File: config.mk
export PLATFORM = sky130hd
export DESIGN_NAME = spi_slave_flat
export DESIGN_NICKNAME = d
export VERILOG_FILES = /design/src/rtl/spi_slave_pkg.sv /design/src/rtl/spi_slave_if.sv /design/src/rtl/spi_slave_sync.sv /design/src/rtl/spi_slave.sv /design/src/flat_wrapper.sv
export SDC_FILE = /design/constraint.sdc
export NUM_CORES = 1
export LEC_CHECK = 0
export CAP_MARGIN = 10
export CORE_MARGIN = 2
export CORE_UTILIZATION = 46
export CTS_BUF_LIST = sky130_fd_sc_hd__clkbuf_16
export DETAILED_ROUTE_END_ITERATION = 16
export DONT_BUFFER_PORTS = 1
export PLACE_DENSITY = 0.6
export SYNTH_ARGS = -nofsm -noshare
export SYNTH_HDL_FRONTEND = slang
export SYNTH_SLANG_ARGS = --single-unit
File: constraint.sdc
create_clock -name clk -period 2.6 [get_ports clk]
set_input_delay 0.39 -clock clk [delete_from_list [all_inputs] [get_ports clk]]
set_output_delay 0.39 -clock clk [all_outputs]
set_load 0.02 [all_outputs]
File: src/rtl/spi_slave_pkg.sv
// Shared constants and types for the SPI responder and its master-side peer.
package spi_slave_pkg;

   localparam int unsigned SPI_BITS  = 8;
   localparam int unsigned SPI_CNT_W = 3;

   localparam logic [SPI_BITS-1:0] DUMMY_DEFAULT = 8'hFF;

   typedef enum logic {
      IDLE   = 1'b0,
      ACTIVE = 1'b1
   } state_e;

endpackage

File: src/rtl/spi_slave_if.sv
// SPI pins plus the byte-side TX/RX handshake of the SPI responder.
interface spi_slave_if;
   import spi_slave_pkg::*;

   logic                sclk;
   logic                cs_n;
   logic                mosi;
   logic                miso;
   logic                miso_oe;
   logic [SPI_BITS-1:0] tx_data;
   logic                tx_valid;
   logic                tx_ready;
   logic [SPI_BITS-1:0] rx_data;
   logic                rx_valid;
   logic                underrun;
   logic                busy;

   modport slave (
      input  sclk, cs_n, mosi, tx_data, tx_valid,
      output miso, miso_oe, tx_ready, rx_data, rx_valid, underrun, busy
   );

   modport master (
      output sclk, cs_n, mosi, tx_data, tx_valid,
      input  miso, miso_oe, tx_ready, rx_data, rx_valid, underrun, busy
   );

endinterface

File: src/rtl/spi_slave_sync.sv
// N-stage synchronizer with registered rise/fall detect; the reset value
// lets a pin held at its reset level produce no spurious edge.
module spi_slave_sync #(
   parameter int unsigned STAGES  = 2,
   parameter bit          RST_VAL = 1'b0
) (
   input  logic clk,
   input  logic rst,
   input  logic d_i,
   output logic q_o,
   output logic rise_o,
   output logic fall_o
);

   logic [STAGES-1:0] sync_q;
   logic              prev_q;
   logic              rise_q;
   logic              fall_q;

   always_ff @(posedge clk) begin
      if (rst) begin
         sync_q <= {STAGES{RST_VAL}};
         prev_q <= RST_VAL;
         rise_q <= 1'b0;
         fall_q <= 1'b0;
      end else begin
         sync_q <= {sync_q[STAGES-2:0], d_i};
         prev_q <= sync_q[STAGES-1];
         rise_q <= sync_q[STAGES-1] & ~prev_q;
         fall_q <= ~sync_q[STAGES-1] & prev_q;
      end
   end

   assign q_o    = sync_q[STAGES-1];
   assign rise_o = rise_q;
   assign fall_o = fall_q;

endmodule

File: src/rtl/spi_slave.sv
// SPI Mode 0 responder, LSB-first 8-bit frames, with a one-entry TX buffer.
module spi_slave
   import spi_slave_pkg::*;
#(
   parameter int unsigned         SYNC_STAGES = 2,
   parameter logic [SPI_BITS-1:0] DUMMY       = DUMMY_DEFAULT
) (
   input  logic        clk,
   input  logic        rst,
   spi_slave_if.slave  bus_io
);

   state_e               state_q;
   logic [SPI_BITS-1:0]  shr_q;
   logic [SPI_BITS-1:0]  buf_q;
   logic                 buf_full_q;
   logic [SPI_CNT_W-1:0] cnt_q;
   logic                 mbit_q;
   logic [SPI_BITS-1:0]  rx_data_q;
   logic                 rx_valid_q;
   logic                 underrun_q;

   logic sclk_rise, sclk_fall, sclk_sync_unused;
   logic cs_rise, cs_fall, cs_sync_unused;
   logic mosi_s, mosi_rise_unused, mosi_fall_unused;
   logic tx_hs;
   logic load_byte;

   spi_slave_sync #(.STAGES(SYNC_STAGES), .RST_VAL(1'b0)) u_sync_sclk (
      .clk(clk), .rst(rst), .d_i(bus_io.sclk),
      .q_o(sclk_sync_unused), .rise_o(sclk_rise), .fall_o(sclk_fall)
   );

   // cs_n resets low so a select held through reset is not seen as a fresh fall
   spi_slave_sync #(.STAGES(SYNC_STAGES), .RST_VAL(1'b0)) u_sync_cs (
      .clk(clk), .rst(rst), .d_i(bus_io.cs_n),
      .q_o(cs_sync_unused), .rise_o(cs_rise), .fall_o(cs_fall)
   );

   spi_slave_sync #(.STAGES(SYNC_STAGES), .RST_VAL(1'b0)) u_sync_mosi (
      .clk(clk), .rst(rst), .d_i(bus_io.mosi),
      .q_o(mosi_s), .rise_o(mosi_rise_unused), .fall_o(mosi_fall_unused)
   );

   assign tx_hs     = bus_io.tx_valid & ~buf_full_q;
   assign load_byte = ((state_q == IDLE) && cs_fall) ||
                      ((state_q == ACTIVE) && !cs_rise && sclk_fall && (cnt_q == '0));

   always_ff @(posedge clk) begin
      if (rst) begin
         state_q    <= IDLE;
         shr_q      <= '0;
         buf_q      <= '0;
         buf_full_q <= 1'b0;
         cnt_q      <= '0;
         mbit_q     <= 1'b0;
         rx_data_q  <= '0;
         rx_valid_q <= 1'b0;
         underrun_q <= 1'b0;
      end else begin
         rx_valid_q <= 1'b0;
         underrun_q <= 1'b0;

         // a load in the handshake cycle sees the old (empty) buffer
         if (tx_hs) begin
            buf_q      <= bus_io.tx_data;
            buf_full_q <= 1'b1;
         end else if (load_byte) begin
            buf_full_q <= 1'b0;
         end

         if (load_byte) begin
            shr_q      <= buf_full_q ? buf_q : DUMMY;
            underrun_q <= ~buf_full_q;
         end

         case (state_q)
            IDLE: begin
               if (cs_fall) begin
                  state_q <= ACTIVE;
                  cnt_q   <= '0;
               end
            end
            ACTIVE: begin
               if (cs_rise) begin
                  state_q <= IDLE;
                  cnt_q   <= '0;
               end else if (sclk_rise) begin
                  mbit_q <= mosi_s;
                  cnt_q  <= cnt_q + SPI_CNT_W'(1);
                  if (cnt_q == SPI_CNT_W'(SPI_BITS - 1)) begin
                     rx_data_q  <= {mosi_s, shr_q[SPI_BITS-1:1]};
                     rx_valid_q <= 1'b1;
                  end
               end else if (sclk_fall && (cnt_q != '0)) begin
                  shr_q <= {mbit_q, shr_q[SPI_BITS-1:1]};
               end
            end
         endcase
      end
   end

   assign bus_io.miso     = shr_q[0];
   assign bus_io.miso_oe  = (state_q == ACTIVE);
   assign bus_io.busy     = (state_q == ACTIVE);
   assign bus_io.tx_ready = ~buf_full_q;
   assign bus_io.rx_data  = rx_data_q;
   assign bus_io.rx_valid = rx_valid_q;
   assign bus_io.underrun = underrun_q;

endmodule
File: src/flat_wrapper.sv
// flat-port wrapper written by rule: the top's interface ports become plain ports
module spi_slave_flat import spi_slave_pkg::*;
#(
   parameter int unsigned         SYNC_STAGES = 2,
   parameter logic [SPI_BITS-1:0] DUMMY       = DUMMY_DEFAULT
)
  (clk, rst, bus_io_sclk, bus_io_cs_n, bus_io_mosi, bus_io_tx_data, bus_io_tx_valid, bus_io_miso, bus_io_miso_oe, bus_io_tx_ready, bus_io_rx_data, bus_io_rx_valid, bus_io_underrun, bus_io_busy);
  spi_slave_if bus_io_i ();
  input  logic clk;
  input  logic rst;
  input wire logic [$bits(bus_io_i.sclk)-1:0] bus_io_sclk;
  input wire logic [$bits(bus_io_i.cs_n)-1:0] bus_io_cs_n;
  input wire logic [$bits(bus_io_i.mosi)-1:0] bus_io_mosi;
  input wire logic [$bits(bus_io_i.tx_data)-1:0] bus_io_tx_data;
  input wire logic [$bits(bus_io_i.tx_valid)-1:0] bus_io_tx_valid;
  output wire logic [$bits(bus_io_i.miso)-1:0] bus_io_miso;
  output wire logic [$bits(bus_io_i.miso_oe)-1:0] bus_io_miso_oe;
  output wire logic [$bits(bus_io_i.tx_ready)-1:0] bus_io_tx_ready;
  output wire logic [$bits(bus_io_i.rx_data)-1:0] bus_io_rx_data;
  output wire logic [$bits(bus_io_i.rx_valid)-1:0] bus_io_rx_valid;
  output wire logic [$bits(bus_io_i.underrun)-1:0] bus_io_underrun;
  output wire logic [$bits(bus_io_i.busy)-1:0] bus_io_busy;
  assign bus_io_i.sclk = bus_io_sclk;
  assign bus_io_i.cs_n = bus_io_cs_n;
  assign bus_io_i.mosi = bus_io_mosi;
  assign bus_io_i.tx_data = bus_io_tx_data;
  assign bus_io_i.tx_valid = bus_io_tx_valid;
  assign bus_io_miso = bus_io_i.miso;
  assign bus_io_miso_oe = bus_io_i.miso_oe;
  assign bus_io_tx_ready = bus_io_i.tx_ready;
  assign bus_io_rx_data = bus_io_i.rx_data;
  assign bus_io_rx_valid = bus_io_i.rx_valid;
  assign bus_io_underrun = bus_io_i.underrun;
  assign bus_io_busy = bus_io_i.busy;
  spi_slave #(.SYNC_STAGES(SYNC_STAGES), .DUMMY(DUMMY)) u_core (.clk(clk), .rst(rst), .bus_io(bus_io_i));
endmodule
# Yosys cells after proc, flatten, opt, wreduce, memory -nomap -nowiden
# Index checks and enable logic that the tools add are counted.
[totals]
regBits = 44
latchBits = 0
ramBits = 0
rom_bits = 0
input_bits = 14
out_inout_bits = 14
wordCells = 67
memories = 0
[op_classes]
n_addsub = 1
multipliers = 0
n_div = 0
n_lt_le_gt_ge = 0
n_eq_ne = 3
n_shift = 0
mux = 16
bitwise_logic = 14
n_reduce_logical = 15
[op_table]
columns = ["cell", "n"]
rows = [
  ["2-to-1 mux 8 bit", 6],
  ["2-to-1 mux 3 bit", 3],
  ["NOT 1 bit", 9],
  ["case mux 3 bit (2 select lines)", 1],
  ["bitwise AND 1 bit", 5],
  ["logical AND 1 bit", 5],
  ["2-to-1 mux 1 bit", 5],
  ["AND reduction 4 bit", 1],
  ["OR reduction 4 bit", 1],
  ["adder 3 x 1 -> 3 bit, second input constant", 1],
  ["== test 3 bit, second input constant", 1],
  ["logical NOT 3 bit", 1],
  ["!= test 3 bit, second input constant", 1],
  ["AND reduction 3 bit", 1],
  ["nonzero test 3 bit", 1],
  ["!= test 2 bit, second input constant", 1],
  ["case mux 1 bit (2 select lines)", 1],
  ["AND reduction 2 bit", 1],
  ["nonzero test 2 bit", 1],
  ["OR reduction 2 bit", 1],
  ["logical NOT 1 bit", 1],
  ["logical OR 1 bit", 1],
]

# Longest topological paths before layout
# Gate-level depths: netlist (run 1).
[depth]
depth_word = 10
depth_mapped = 6

# By module
# A second synthesis (run 1) with hierarchy kept.
[hier_totals]
cells_unflattened = 199
area_unflattened_um2 = 1926.8
[by_module_without_submodules]
columns = ["mod", "n_inst", "cells_each", "area_per_inst_um2"]
rows = [
  ["spi_slave", 1, 169, 1525.2],
  ["spi_slave_sync", 3, 10, 133.9],
]

# Worst setup path after synthesis (run 1)
# No wires, ideal clock.
[synth_timing]
path_type = "register to register"
from = "register u_core.state_q, in the netlist u_core.bus_io.busy"
to = "register u_core.shr_q[1]"
setup_ns = 0.070
t_arrival_ns = 1.307
slack_ns = 1.222
stages_incl_launch_ff = 6
path_buffers = 1
synth_period_minus_slack_ns = 1.378
cell_sequence = "dfxtp_1 buf_4 nor3b_2 nand3_1 nor2_4 o2bb2ai_1"
[synth_via]
elab_chain_cells = 9
[synth_rtl]
columns = ["item", "line_no", "source"]
rows = [
  ["start: declaration", "spi_slave.sv:13", "state_e state_q;"],
  ["start signal: assignment", "spi_slave.sv:51", "state_q <= IDLE;"],
  ["start signal: assignment", "spi_slave.sv:80", "state_q <= ACTIVE;"],
  ["start signal: assignment", "spi_slave.sv:86", "state_q <= IDLE;"],
  ["logical AND 1 bit (3 in series)", "spi_slave.sv:47", "((state_q == ACTIVE) && !cs_rise && sclk_fall && (cnt_q == '0));"],
  ["logical OR 1 bit", "spi_slave.sv:46", "assign load_byte = ((state_q == IDLE) && cs_fall) ||"],
  ["2-to-1 mux 8 bit", "spi_slave.sv:72", "if (load_byte) begin"],
  ["2-to-1 mux 8 bit", "spi_slave.sv:95", "end else if (sclk_fall && (cnt_q != '0)) begin"],
  ["2-to-1 mux 8 bit", "spi_slave.sv:88", "end else if (sclk_rise) begin"],
  ["2-to-1 mux 8 bit", "spi_slave.sv:85", "if (cs_rise) begin"],
  ["2-to-1 mux 8 bit (*)", "spi_slave.sv:77", "case (state_q)"],
  ["end signal: assignment", "spi_slave.sv:73", "shr_q <= buf_full_q ? buf_q : DUMMY;"],
  ["end signal: assignment", "spi_slave.sv:96", "shr_q <= {mbit_q, shr_q[SPI_BITS-1:1]};"],
  ["end: declaration", "spi_slave.sv:14", "logic [SPI_BITS-1:0] shr_q;"],
]
# Every way passes the cells marked *; elsewhere a longest branch is shown, timed or not.
# A chain may end at the register's enable or synchronous reset.

# Worst setup path in the final report (run 1)
[layout_timing]
from = "register u_core.state_q, in the netlist u_core.bus_io.busy"
to = "register u_core.shr_q[0]"
# Same word-level chain as after synthesis.

==> results of run 1 <==
per-stage QoR:
stage                     cells  area [um2]  power (mW)    util
after CTS                   221        1774       1.347  0.5275
after global routing        221        1774       1.380  0.5275
after detailed placement    214        1637      0.7599  0.4866
after global placement      214        1637      0.7581  0.4866
final                       221        1774       1.330  0.5275
after floorplan             176        1618      0.7591       -
flip-flops by register name, indices dropped and copies added, names as in the netlist, 2 cells and up:
signal                     flops
u_core.u_sync_sclk.sync_q      2
u_core.shr_q                   8
u_core.cnt_q                   3
u_core.u_sync_cs.sync_q        2
u_core.buf_q                   8
u_core.bus_io.rx_data          8
u_core.u_sync_mosi.sync_q      2
final timing paths:
check                             from  slack [ns]                        end
max                 u_core.bus_io.busy        0.89            u_core.shr_q[0]
min reg2reg  u_core.u_sync_sclk.prev_q        0.40  u_core.u_sync_sclk.rise_o
min                                rst        0.17   u_core.bus_io.rx_data[5]
max reg2reg         u_core.bus_io.busy        0.89            u_core.shr_q[0]
where the power goes:
part	switching, mW	internal (mW)
Sequential	0.0130	0.693
Clock	0.237	0.348
Combinational	0.0236	0.0150
Yosys cell counts:
cell        n
a211oi_1    1
a21oi_1    21
a31oi_2     1
and2b_1     1
and3_1      1
buf_1       1
buf_2       1
buf_4       2
clkbuf_1    4
dfxtp_1    44
ha_1        3
inv_1       2
inv_2       1
mux2_4      1
mux2i_2     1
nand2_1    36
nand2b_1    1
nand3_1     5
nand3b_1    1
nor2_1      6
nor2_4      1
nor2b_1    11
nor3_1      9
nor3b_1     2
nor3b_2     1
nor4bb_2    1
o21ai_0     7
o21ai_1     1
o2bb2ai_1   8
or2_1       1
routing by layer:
| metal | track usage | routed length [um] | part of all wire | vias up |
|---|---|---|---|---|
| met3 | 0.06786 | 160 | 0.057 | 4 |
| met4 | 0.06522 | 40 | 0.014 | 0 |
| met5 | 0 | 0 | 0 | - |
| met2 | 0.2753 | 1444 | 0.51 | 20 |
| li1 | - | - | - | 593 |
| met1 | 0.1597 | 1182 | 0.42 | 536 |
kinds of logic (layout without fill, tap and decap cells):
group	count (synthesis)	after routing	synth area share
AO/OA/AOI/OAI	39	39	0.1454
adder cells (fa/ha/maj)	3	3	0.02320
buffers and inverters	11	10	0.03092
flip-flops	44	44	0.5445
multiplexers	2	2	0.01778
AND/OR/NAND/NOR	77	77	0.2382
worst max-delay path, stage by stage (launching register included):
cell	delay, ns
dfxtp_1	0.74
nor3b_2	0.39
nand3_1	0.16
nor2_4	0.20
o2bb2ai_1	0.14
final cells by class:
class,count,share of cell area
sequential,44,0.4965
multi-input combinational,121,0.3872
clock buffer,5,0.07052
tap,46,0.03244
clock inverter,2,0.007052
inverter,3,0.006347
==> flow_metrics.env, run 1 <==
export IMPL_outcome="complete, no violations"
export IMPL_die_area_um2=4008
export IMPL_worst_hold_path_num_cells=1
export IMPL_worstRegToRegCells=4
export IMPL_yosys_area_top_type="dfxtp_1"
export IMPL_synth_area_um2=1618
export IMPL_multiInputGateArea_um2=686.9
export IMPL_synth_top_cells_by_area="dfxtp_1 54%, nand2_1 8.4%, a21oi_1 6.5%"
export IMPL_chipHeight_um=63.31
export IMPL_layout_common_cells="44 x dfxtp_1, 36 x nand2_1, 21 x a21oi_1"
export IMPL_grt_pass1_wl_um=4823
export IMPL_viasPerCell=5.217
export IMPL_setup_tns_ns=0
export IMPL_io_pins=28
export IMPL_die_w_um=63.31
export IMPL_crit_path_max_fanout=9
export IMPL_synth_area_per_cell_um2=9.192
export IMPL_overflow=0
export IMPL_setup_viol=0
export IMPL_drv_slew=0
export IMPL_relSlewSlack=0.5624
export IMPL_critPathKind="reg2reg"
export IMPL_postCtsSetupRepairBufs=0
export IMPL_row_count=21
export IMPL_cts_hold_buffers=0
export IMPL_ys_ff_latch=44
export IMPL_final_common_cell="dfxtp_1"
export IMPL_synth_top_area_frac=0.5445
export IMPL_first_global_vias=1154
export IMPL_numCtsBuffers=5
export IMPL_cp_required_ns=2.81
export IMPL_fin_nets=192
export IMPL_rsz0062_at_grt="no"
export IMPL_pre_cts_ws_ns=0.8899
export IMPL_power_density_nw_per_um2=749.6
export IMPL_p_leak_nw=0.6269
export IMPL_syn_nets=193
export IMPL_hold_class="in2reg"
export IMPL_cts_buffer_depth=2
export IMPL_ir_drop_v=0.0004271
export IMPL_hold_viol_final=0
export IMPL_start_util=0.4810
export IMPL_num_antenna_cells=0
export IMPL_syn_instance_count=176
export IMPL_area_growth_pct=9.667
export IMPL_fill_cells=341
export IMPL_start_kind="flip-flop"
export IMPL_finalCriticalPeriod_ns=1.707
export IMPL_holdWs_ns=0.1708
export IMPL_clkTransAtPathRegs_ns=0.06
export IMPL_seq_area_frac_synth=0.5445
export IMPL_drc=0
export IMPL_cap_violations=0
export IMPL_post_dp_hpwl_um=2075
export IMPL_dr_pass1_iters=4
export IMPL_num_vias=1153
export IMPL_arrival_ns=1.92
export IMPL_place_congestion=0.8062
export IMPL_max_freq_ghz=0.5857
export IMPL_layout_drive_gt1_share=0.08000
export IMPL_worst_pin_slew_ns=0.6554
export IMPL_insertion_delay_ns=0.28
export IMPL_ys_types=30
export IMPL_cts_tree="built"
export IMPL_wl_per_cell_um=12.80
export IMPL_antenna_found_initial=0
export IMPL_grt_max_degree=37
export IMPL_core_um2=3363
export IMPL_crit_path_end_kind="flip-flop"
export IMPL_h_tree_depth=2
export IMPL_fin_crit_sh=0.6566
export IMPL_numPortBuffers=0
export IMPL_layout_setup_ws_ns=0.8927
export IMPL_cts_sinks=44
export IMPL_cts_root_buf="clkbuf_16"
export IMPL_grt_usage=0.1556
export IMPL_drt_wl_total_um=2828
export IMPL_final_antenna_net_count=0
export IMPL_ys_warn_count=0
export IMPL_clock_skew_ns=0.006197
export IMPL_cts_resized=0
export IMPL_ff_latch_area_um2=880.8
export IMPL_first_iter_violations=51
Power figures use the tool's default switching activity.
==> inputs of run 2 (changes only) <==
Clock period 2.6 ns to 1.6 ns, I/O delays scaled along.
==> flow_metrics.env, run 2 (synthesized netlist as in run 1, its figures left out) <==
export IMPL_viasPerCell=5.257
export IMPL_cts_sinks=44
export IMPL_max_freq_ghz=0.6665
export IMPL_numPortBuffers=0
export IMPL_clkPwrFrac=0.430
export IMPL_grt_max_degree=37
export IMPL_worst_pin_slew_ns=0.5525
export IMPL_cap_violations=0
export IMPL_first_iter_violations=47
export IMPL_drt_wl_total_um=2897
export IMPL_cts_tree="built"
export IMPL_place_congestion=0.8049
export IMPL_chipHeight_um=63.31
export IMPL_postPlaceCellArea_um2=1644
export IMPL_arrival_ns=1.66
export IMPL_wl_per_cell_um=13.05
export IMPL_sw_frac_of_total=0.1967
export IMPL_worst_hold_path_endpoint="u_core.u_sync_mosi.sync_q[1]"
export IMPL_setup_viol=0
export IMPL_final_antenna_net_count=0
export IMPL_die_area_um2=4008
export IMPL_grt_usage=0.1625
export IMPL_power_density_nw_per_um2=1187
export IMPL_pwr_share_seq=0.539
export IMPL_start_util=0.4810
export IMPL_grt_pass1_wl_um=4981
export IMPL_area_growth_pct=10.98
export IMPL_hold_path_startpoint="rst"
export IMPL_layout_common_cells="44 x dfxtp_1, 36 x nand2_1, 21 x a21oi_1"
export IMPL_p_sw_mw=0.4193
export IMPL_comb_power_share=0.031
export IMPL_clock_skew_ns=0.004104
export IMPL_outcome="complete, no violations"
export IMPL_rr_endpoint="u_core.shr_q[2]"
export IMPL_drc=0
export IMPL_r2r_slack_ns=0.1
export IMPL_crit_path_max_fanout=8
export IMPL_crit_path_end_kind="flip-flop"
export IMPL_worstRegToRegCells=6
export IMPL_cp_required_ns=1.76
export IMPL_num_antenna_cells=0
export IMPL_hold_class="in2reg"
export IMPL_cts_root_buf="clkbuf_16"
export IMPL_antenna_found_initial=0
export IMPL_finalCriticalPeriod_ns=1.500
export IMPL_first_global_vias=1134
export IMPL_setup_tns_ns=0
export IMPL_clkTransAtPathRegs_ns=0.05
export IMPL_relSlewSlack=0.6309
export IMPL_final_area_um2=1795
export IMPL_final_common_cell="dfxtp_1"
export IMPL_cts_hold_buffers=0
export IMPL_p_leak_nw=0.6402
export IMPL_fin_crit_sh=0.9378
export IMPL_post_dp_hpwl_um=2100
export IMPL_hold_viol_final=0
export IMPL_die_w_um=63.31
export IMPL_ir_drop_v=0.0005712
export IMPL_drv_slew=0
export IMPL_worst_hold_path_num_cells=1
export IMPL_critPathKind="reg2reg"
export IMPL_io_pins=28
export IMPL_cts_buffer_depth=2
export IMPL_num_vias=1167
export IMPL_overflow=0
export IMPL_core_um2=3363
export IMPL_layout_drive_gt1_share=0.07955
export IMPL_dr_pass1_iters=4
export IMPL_row_count=21
export IMPL_insertion_delay_ns=0.28
export IMPL_fin_nets=193
export IMPL_power_internal_mw=1.712
export IMPL_start_kind="flip-flop"
export IMPL_r2r_start="u_core.cnt_q[0]"
export IMPL_rsz0062_at_grt="no"
export IMPL_h_tree_depth=2
export IMPL_numCtsBuffers=5
run 2: power groups by stage:
stage | clock network [mW] | logic [mW] | registers, mW
after floorplan | 0 | 0.0688 | 1.16
after global placement | 0 | 0.0628 | 1.17
after detailed placement | 0 | 0.0651 | 1.17
after CTS | 0.955 | 0.0654 | 1.15
after global routing | 1.01 | 0.0745 | 1.15
final | 0.917 | 0.0658 | 1.15
run 2: layout make-up:
type                            count  area (um2)
Clock buffer                        5       125.1
Clock inverter                      2       8.758
Fill cell                         352        1568
Inverter                            3       11.26
Multi-Input combinational cell    121       704.4
Sequential cell                    44       880.8
Tap cell                           46       57.56
Timing Repair Buffer                1       7.507
run 2: stage by stage:
| step | std cells | total power [mW] | hold slack [ns] | setup WS (ns) | util |
|---|---|---|---|---|---|
| floorplan | 176 | 1.233 | 0.3682 | 0.2223 | - |
| global placement | 215 | 1.233 | 0.3131 | 0.1009 | 0.4888 |
| detailed placement | 215 | 1.236 | 0.3150 | 0.03348 | 0.4888 |
| CTS | 222 | 2.168 | 0.01732 | 0.02357 | 0.5286 |
| global route | 222 | 2.235 | 0.01193 | 0.006705 | 0.5339 |
| finish | 222 | 2.131 | 0.02927 | 0.09951 | 0.5339 |
run 2: repair_timing:
item	CTS	global route
buffers inserted	0	0
endpoints found under the setup margin	0	9
resized for setup	0	3
run 2: worst max path at each step:
stage,startpoint,end,cells after the start
after floorplan,u_core.bus_io.busy,u_core.shr_q[1],5
after global placement,u_core.cnt_q[0],u_core.shr_q[0],6
after global routing,u_core.cnt_q[0],u_core.shr_q[1],6
after detailed placement,u_core.cnt_q[0],u_core.shr_q[1],6
after CTS,u_core.cnt_q[0],u_core.shr_q[1],6
final,u_core.cnt_q[0],u_core.shr_q[2],6
run 2: routing by layer:
metal,share of wire,GRT usage
met5,0,0
met4,0.021,0.08967
met3,0.050,0.06786
met2,0.51,0.2819
met1,0.42,0.1644
run 2: critical path: stages (launching register included):
cell and delay, ns:
dfxtp_1 0.37, inv_1 0.07, ha_1 0.21, nor4bb_4 0.16, mux2_4 0.31, o21ai_0 0.18
o2bb2ai_1 0.08
==> inputs of run 3 (changes only) <==
Settings changed: ABC_AREA set to 1, ABC_CLOCK_PERIOD_IN_PS set to 1600, SYNTH_HIERARCHICAL set to 1.
==> flow_metrics.env, run 3 <==
export IMPL_drt_wl_total_um=3178
export IMPL_ir_drop_v=0.0009188
export IMPL_start_util=0.4815
export IMPL_worst_pin_slew_ns=0.4250
export IMPL_finalCriticalPeriod_ns=1.434
export IMPL_cap_violations=0
export IMPL_drc=0
export IMPL_multiInputGateArea_um2=679.4
export IMPL_r2r_slack_ns=0.17
export IMPL_wl_per_cell_um=11.31
export IMPL_core_um2=3661
export IMPL_viasPerCell=4.772
export IMPL_crit_path_max_fanout=13
export IMPL_grt_max_degree=25
export IMPL_io_pins=28
export IMPL_setup_viol=0
export IMPL_setup_tns_ns=0
export IMPL_num_vias=1341
export IMPL_cts_tree="built"
export IMPL_fill_cells=357
export IMPL_layout_drive_gt1_share=0.1116
export IMPL_fin_nets=249
export IMPL_final_antenna_net_count=0
export IMPL_clkTransAtPathRegs_ns=0.06
export IMPL_h_tree_depth=2
export IMPL_cts_sinks=44
export IMPL_syn_instance_count=231
export IMPL_ff_latch_area_um2=880.8
export IMPL_cp_required_ns=1.77
export IMPL_cts_root_buf="clkbuf_16"
export IMPL_final_area_um2=1957
export IMPL_dr_pass1_iters=4
export IMPL_grt_pass1_wl_um=5451
export IMPL_numCtsBuffers=5
export IMPL_first_global_vias=1313
export IMPL_critPathKind="reg2reg"
export IMPL_cts_resized=0
export IMPL_die_area_um2=4343
export IMPL_cts_buffer_depth=2
export IMPL_holdWs_ns=0.02025
export IMPL_power_density_nw_per_um2=1213
export IMPL_die_w_um=65.91
export IMPL_p_leak_nw=0.9058
export IMPL_clock_skew_ns=0.005836
export IMPL_first_iter_violations=74
export IMPL_start_kind="flip-flop"
export IMPL_cts_hold_buffers=0
export IMPL_synth_area_per_cell_um2=7.632
export IMPL_antenna_found_initial=0
export IMPL_grt_usage=0.1675
export IMPL_numPortBuffers=0
export IMPL_arrival_ns=1.61
export IMPL_crit_path_end_kind="flip-flop"
export IMPL_rsz0062_at_grt="no"
export IMPL_max_freq_ghz=0.6974
export IMPL_row_count=22
export IMPL_ys_warn_count=6
export IMPL_chipHeight_um=65.91
export IMPL_postPlaceCellArea_um2=1779
export IMPL_num_antenna_cells=0
export IMPL_post_dp_hpwl_um=2236
export IMPL_relSlewSlack=0.7160
export IMPL_layout_common_cells="44 x dfxtp_1, 34 x inv_1, 34 x nand2_1"
export IMPL_overflow=0
export IMPL_insertion_delay_ns=0.28
export IMPL_outcome="complete, no violations"
export IMPL_area_growth_pct=11.00
export IMPL_synth_area_um2=1763
export IMPL_final_common_cell="dfxtp_1"
export IMPL_hold_viol_final=0
export IMPL_place_congestion=0.7623
export IMPL_fin_crit_sh=0.8962
export IMPL_hold_class="in2reg"
export IMPL_drv_slew=0
export IMPL_syn_nets=248
export IMPL_postCtsSetupRepairBufs=0
run 3: cell type report:
class,instances,share of cell area
clock buffer,5,0.06394
timing repair buffer,4,0.01535
tap,48,0.03069
sequential,44,0.4501
multi-input combinational,140,0.3472
inverter,37,0.07097
clock inverter,3,0.02174
run 3: path summary, 6_finish.rpt:
kind | from | cells after the start | end
worst max-delay path | u_core/cnt_q[0] | 6 | u_core/shr_q[4]
worst max register to register | u_core/cnt_q[0] | 6 | u_core/shr_q[4]
worst min register to register | u_core/u_sync_mosi/sync_q[0] | 2 | u_core/u_sync_mosi/sync_q[1]
worst min-delay path | rst | 1 | u_core/u_sync_cs/sync_q[1]
run 3: where the power goes:
| part | internal (mW) | leakage, nW | switching (mW) | total, mW |
|---|---|---|---|---|
| sequential | 1.13 | 0.358 | 0.0110 | 1.14 |
| clock | 0.732 | 0.0798 | 0.403 | 1.14 |
| combinational | 0.0345 | 0.468 | 0.0673 | 0.102 |
| total | 1.89 | 0.906 | 0.481 | 2.37 |
run 3: through the flow:
step	power (mW)	utilization	setup slack, ns	cells
after floorplan	1.250	-	0.2910	231
after global placement	1.262	0.4860	0.2014	273
after detailed placement	1.264	0.4860	0.1525	273
after CTS	2.414	0.5318	0.1412	281
after global routing	2.479	0.5345	0.03121	281
final	2.374	0.5345	0.1661	281
run 3: worst max-delay path, stage by stage, from the launching register on:
cell and delay, ns:
dfxtp_1 0.35, inv_1 0.07, ha_1 0.22, a21boi_2 0.28
nand2_4 0.16, o21ai_0 0.19, nor2_1 0.07
run 3: layer usage:
layer  track usage  share of wire  wire [um]
met1        0.1892           0.47       1485
met2        0.2803           0.48       1520
met3       0.06474          0.045        143
met4       0.07031         0.0088         28
met5             0              0          0
